<file path="src/rtl/interval_timer_if.sv">
// Control/status bundle between an interval_timer instance and its controller.
// The controller drives the request side; the timer drives interrupt, busy and count.
interface interval_timer_if #(
    parameter int unsigned COUNT_WIDTH = 16
);
    logic                   start_in;
    logic                   stop_in;
    logic                   hold_in;
    logic                   reload_in;
    logic [COUNT_WIDTH-1:0] period_in;
    logic                   int_out;
    logic                   busy_out;
    logic [COUNT_WIDTH-1:0] count_out;

    modport master (
        output start_in,
        output stop_in,
        output hold_in,
        output reload_in,
        output period_in,
        input  int_out,
        input  busy_out,
        input  count_out
    );

    modport slave (
        input  start_in,
        input  stop_in,
        input  hold_in,
        input  reload_in,
        input  period_in,
        output int_out,
        output busy_out,
        output count_out
    );
endinterface

</file>
<file path="src/rtl/interval_timer.sv">
// Programmable interval timer: a prescaler generates ticks, a down-counter counts a
// programmed number of ticks and raises a one-cycle interrupt, with optional auto-reload.
module interval_timer #(
    parameter int unsigned COUNT_WIDTH    = 16,
    parameter int unsigned PRESCALE_DIV   = 12000,
    parameter int unsigned PRESCALE_WIDTH = 14
) (
    input  logic               clock_in,
    input  logic               reset_in,
    interval_timer_if.slave    bus
);

    typedef enum logic {StIdle, StRun} state_e;

    localparam logic [PRESCALE_WIDTH-1:0] PreLast = PRESCALE_WIDTH'(PRESCALE_DIV - 1);
    localparam logic [COUNT_WIDTH-1:0]    CntOne  = COUNT_WIDTH'(1);

    state_e                    state_q, state_d;
    logic [PRESCALE_WIDTH-1:0] pre_q, pre_d;
    logic [COUNT_WIDTH-1:0]    count_q, count_d;
    logic [COUNT_WIDTH-1:0]    period_q, period_d;
    logic                      int_q, int_d;

    logic tick;
    logic expire;

    assign tick   = (state_q == StRun) && !bus.hold_in && (pre_q == PreLast);
    assign expire = tick && (count_q == CntOne);

    always_ff @(posedge clock_in or negedge reset_in) begin
        if (!reset_in) begin
            state_q  <= StIdle;
            pre_q    <= '0;
            count_q  <= '0;
            period_q <= '0;
            int_q    <= 1'b0;
        end else begin
            state_q  <= state_d;
            pre_q    <= pre_d;
            count_q  <= count_d;
            period_q <= period_d;
            int_q    <= int_d;
        end
    end

    always_comb begin
        state_d  = state_q;
        pre_d    = pre_q;
        count_d  = count_q;
        period_d = period_q;
        int_d    = 1'b0;

        if (bus.stop_in) begin
            state_d = StIdle;
            pre_d   = '0;
            count_d = '0;
        end else if (bus.start_in) begin
            // A period that completes on the same edge as a restart still reports.
            int_d = expire;
            pre_d = '0;
            if (bus.period_in != '0) begin
                period_d = bus.period_in;
                count_d  = bus.period_in;
                state_d  = StRun;
            end else begin
                int_d   = 1'b1;
                count_d = '0;
                state_d = StIdle;
            end
        end else begin
            unique case (state_q)
                StIdle: begin
                    pre_d = '0;
                end
                StRun: begin
                    if (!bus.hold_in) begin
                        if (tick) begin
                            pre_d = '0;
                            if (expire) begin
                                int_d = 1'b1;
                                if (bus.reload_in) begin
                                    count_d = period_q;
                                end else begin
                                    count_d = '0;
                                    state_d = StIdle;
                                end
                            end else if (count_q != '0) begin
                                count_d = count_q - CntOne;
                            end
                        end else begin
                            pre_d = pre_q + PRESCALE_WIDTH'(1);
                        end
                    end
                end
            endcase
        end
    end

    assign bus.int_out   = int_q;
    assign bus.busy_out  = (state_q == StRun);
    assign bus.count_out = count_q;

endmodule

</file>
<file path="src/flat_wrapper.sv">
// flat-port wrapper written by rule: the top's interface ports become plain ports
module interval_timer_flat 
#(
    parameter int unsigned COUNT_WIDTH    = 16,
    parameter int unsigned PRESCALE_DIV   = 12000,
    parameter int unsigned PRESCALE_WIDTH = 14
)
  (clock_in, reset_in, bus_start_in, bus_stop_in, bus_hold_in, bus_reload_in, bus_period_in, bus_int_out, bus_busy_out, bus_count_out);
  interval_timer_if #(.COUNT_WIDTH(COUNT_WIDTH)) bus_i ();
  input  logic clock_in;
  input  logic reset_in;
  input wire logic [$bits(bus_i.start_in)-1:0] bus_start_in;
  input wire logic [$bits(bus_i.stop_in)-1:0] bus_stop_in;
  input wire logic [$bits(bus_i.hold_in)-1:0] bus_hold_in;
  input wire logic [$bits(bus_i.reload_in)-1:0] bus_reload_in;
  input wire logic [$bits(bus_i.period_in)-1:0] bus_period_in;
  output wire logic [$bits(bus_i.int_out)-1:0] bus_int_out;
  output wire logic [$bits(bus_i.busy_out)-1:0] bus_busy_out;
  output wire logic [$bits(bus_i.count_out)-1:0] bus_count_out;
  assign bus_i.start_in = bus_start_in;
  assign bus_i.stop_in = bus_stop_in;
  assign bus_i.hold_in = bus_hold_in;
  assign bus_i.reload_in = bus_reload_in;
  assign bus_i.period_in = bus_period_in;
  assign bus_int_out = bus_i.int_out;
  assign bus_busy_out = bus_i.busy_out;
  assign bus_count_out = bus_i.count_out;
  interval_timer #(.COUNT_WIDTH(COUNT_WIDTH), .PRESCALE_DIV(PRESCALE_DIV), .PRESCALE_WIDTH(PRESCALE_WIDTH)) u_core (.clock_in(clock_in), .reset_in(reset_in), .bus(bus_i));
endmodule
</file>
<file path="config.mk">
export PLATFORM = sky130hd
export DESIGN_NAME = interval_timer_flat
export DESIGN_NICKNAME = d
export VERILOG_FILES = /design/src/rtl/interval_timer_if.sv /design/src/rtl/interval_timer.sv /design/src/flat_wrapper.sv
export SDC_FILE = /design/constraint.sdc
export NUM_CORES = 1
export LEC_CHECK = 0
export CAP_MARGIN = 20
export CORE_MARGIN = 3
export CORE_UTILIZATION = 55
export CTS_BUF_LIST = sky130_fd_sc_hd__clkbuf_8
export CTS_CLUSTER_SIZE = 25
export DETAILED_ROUTE_END_ITERATION = 6
export HOLD_SLACK_MARGIN = 0.15
export PLACE_DENSITY = 0.89
export SYNTH_ARGS = -nofsm -noshare
export SYNTH_HDL_FRONTEND = slang
export SYNTH_SLANG_ARGS = --single-unit
export TNS_END_PERCENT = 30
</file>
<file path="constraint.sdc">
create_clock -name clock_in -period 5.9 [get_ports clock_in]
set_input_delay 1.475 -clock clock_in [delete_from_list [all_inputs] [get_ports clock_in]]
set_output_delay 1.475 -clock clock_in [all_outputs]
set_load 0.02 [all_outputs]
</file>
==> results.ini <==
[cells_and_area]
syn2layout_area_growth_pct = 17.4
fillers = 423
diodes = 0
multi_input_area_sq_mm = 0.00164
instances_no_fill = 431
drive_above_1_share = 0.0659
seqCellArea_sq_mm = 0.00120
layout.nets = 390

[grt]
track_usage = 0.287
grt_max_degree = 49
grt.overflow.total = 0
antenna_found_initial = 0
grt_pass1_wl_um = 14100
grt_pass1_vias = 2766

[die]
io_pins = 40
fp-row-count = 25
die_area_sq_mm = 0.00626
initial_core_util = 0.595
placeableCoreArea_sq_mm = 0.00494
dieHeight_um = 79.1
die_x_um = 79.1

[sta]
worst_pin_slew_ns = 0.906
finalHoldViolations = 0
rsz0062_at_grt = false
fmax_mhz = 291
drv_slew = 0
slew_headroom = 0.390
post-route-period-util = 0.583
fin_setup_tns_ns = 0
holdWs_ns = 0.483
setup_viol = 0
fin_worst_skew_ns = 0.00762
postLayoutSetupSlackWorst_ns = 2.46
fin_crit_ns = 3.44

[yosys]
ys_seq_area_frac = 0.409
avgSynthCellArea_sq_um = 8.91
yosysTopAreaCellShare = 0.409
syn_nets = 356
yosys.area.top_type = dfrtp_1
ys_types = 63
yosys_warnings = 0
synth_ff_type = dfrtp_1
synth_area_leaders = dfrtp_1, nand2_1, nor2_1
synth_area_sq_mm = 0.00294
synth_most_common_cell = nand2_1
ys_async_sr_fraction = 1.00
synth_seq_cells = 48
synth_common_cells = nand2_1, dfrtp_1, nor2_1, nand3_1, nor4_1
synth_cells = 330
synth-edff-count = 0

[power_and_ir_drop]
clock_power_share = 0.260
power.switching_uw = 233
ir_drop_mv = 0.186
switching_share = 0.317
pwr_density_cell_mw_per_mm2 = 213
p_leak_uw = 0.00140
p_seq_frac = 0.514
p_int_uw = 502
pwr-share-comb = 0.226

[cts]
postCtsSetupBuffers = 0
clock-sinks = 48
cts_max_path_buffers = 2
clockRootBuffer = clkbuf_8
cts-resized-gates = 0
tritoncts = yes
postCtsHoldBufs = 0
htree_levels = 2
clk_pin_slew_worst_paths_ns = 0.09
cts_made_buffers = 5
clk_latency_ns = 0.30

[routing]
wl_per_cell_um = 19.3
ant_nets = 0
vias = 2938
drt_iter0_markers = 474
dr.pass1.iters = 5
wl_um = 8320
route.detailed.drc = 0
vias_per_cell = 6.82

[run_status]
status = finished, final reports clean

[critical_path]
crit_fanout = 8
critical_path.startpoint_type = primary input
endpoint_kind = register
rr_worst_depth = 6
critical_path_class = in -> reg
cp.arrival_ns = 3.63
crit_required_ns = 6.09

[place]
place_inst = 422
place_ws_ns = 2.14
io_buffers = 39
place_congestion = 0.987
place_hpwl_um = 6100

[hold_path]
whs_path_depth = 2
worstHoldPathType = reg -> reg

[flow_run]
cap_violations = 0

==> critical path, stage by stage <==
cell	delay [ns]
clkdlybuf4s50_1	0.51
nor4_1	0.68
o211a_1	0.43
nor2_1	0.16
o311ai_0	0.36
==> power by group through the flow <==
stage,sequential [uW],combinational (uW),clock [uW]
finish,378,166,192
global route,381,181,210
CTS,377,162,195
detailed placement,383,161,0
global placement,382,157,0
floorplan,385,91.9,0
==> layout by cell type (no fill, tap or decap), drive strengths merged, types with 4 or more instances in the layout <==
| cell type | synthesis | routed |
|---|---|---|
| clkdlybuf4s50 | 0 | 38 |
| xor2 | 7 | 7 |
| nand3 | 15 | 15 |
| nand4 | 9 | 9 |
| dfrtp | 48 | 48 |
| and2 | 8 | 8 |
| buf | 5 | 5 |
| inv | 5 | 5 |
| clkbuf | 12 | 6 |
| a311oi | 4 | 4 |
| xnor2 | 6 | 6 |
| a31oi | 6 | 6 |
| or4 | 4 | 4 |
| nand2 | 57 | 57 |
| a21oi | 4 | 4 |
| o21ai | 14 | 14 |
| nor3 | 11 | 11 |
| ha | 4 | 4 |
| a21o | 6 | 6 |
| a22oi | 5 | 5 |
| nor2 | 24 | 24 |
| o311ai | 5 | 5 |
| nor4 | 17 | 17 |
==> area by class of cell <==
cell class / count / share of cell area
repair buffers: 44 / 0.125
well taps: 67 / 0.0243
clock buffers: 5 / 0.0199
inverters: 5 / 0.00543
flip-flops and latches: 48 / 0.348
clock inverters: 2 / 0.00362
multi-input cells: 260 / 0.474
==> layer usage <==
metal  up-vias  global-route usage  wire, um
met1      1368               0.417      3510
li1       1300                   -         -
met2       232               0.421      3630
met5         -                   0         0
met3        38              0.0714       952
met4         0              0.0962       227
==> state kept, by name, indices dropped and copies added (netlist names) <==
name / flops
u_core.period_q: 16
u_core.bus.busy_out: 1
u_core.bus.int_out: 1
u_core.pre_q: 14
u_core.bus.count_out: 16
==> logic make-up after synthesis <==
logic type	share of synthesized area
AND/OR/NAND/NOR	0.302
adder cells (fa/ha/maj)	0.0170
AO/OA/AOI/OAI	0.191
flip-flops	0.409
multiplexers	0.00766
buffers and inverters	0.0353
XOR/XNOR	0.0387
==> stage by stage <==
stage | cell area [sq um] | utilization | total power (uW)
global route | 3450 | 0.699 | 772
finish | 3450 | 0.699 | 736
floorplan | 2940 | - | 477
CTS | 3430 | 0.694 | 733
detailed placement | 3350 | 0.677 | 544
global placement | 3350 | 0.677 | 540
==> path summary, 6_finish.rpt <==
check / start / endpoint / slack, ns
max: bus_hold_in / u_core.bus.count_out[12] / 2.46
min: u_core.period_q[7] / u_core.period_q[7] / 0.48
max reg2reg: u_core.bus.count_out[0] / u_core.bus.count_out[6] / 2.53
min reg2reg: u_core.period_q[7] / u_core.period_q[7] / 0.48
max in group asynchronous: reset_in / u_core.period_q[9] / 4.41
min in group asynchronous: reset_in / u_core.pre_q[7] / 1.01
Power figures use the tool's default switching activity.
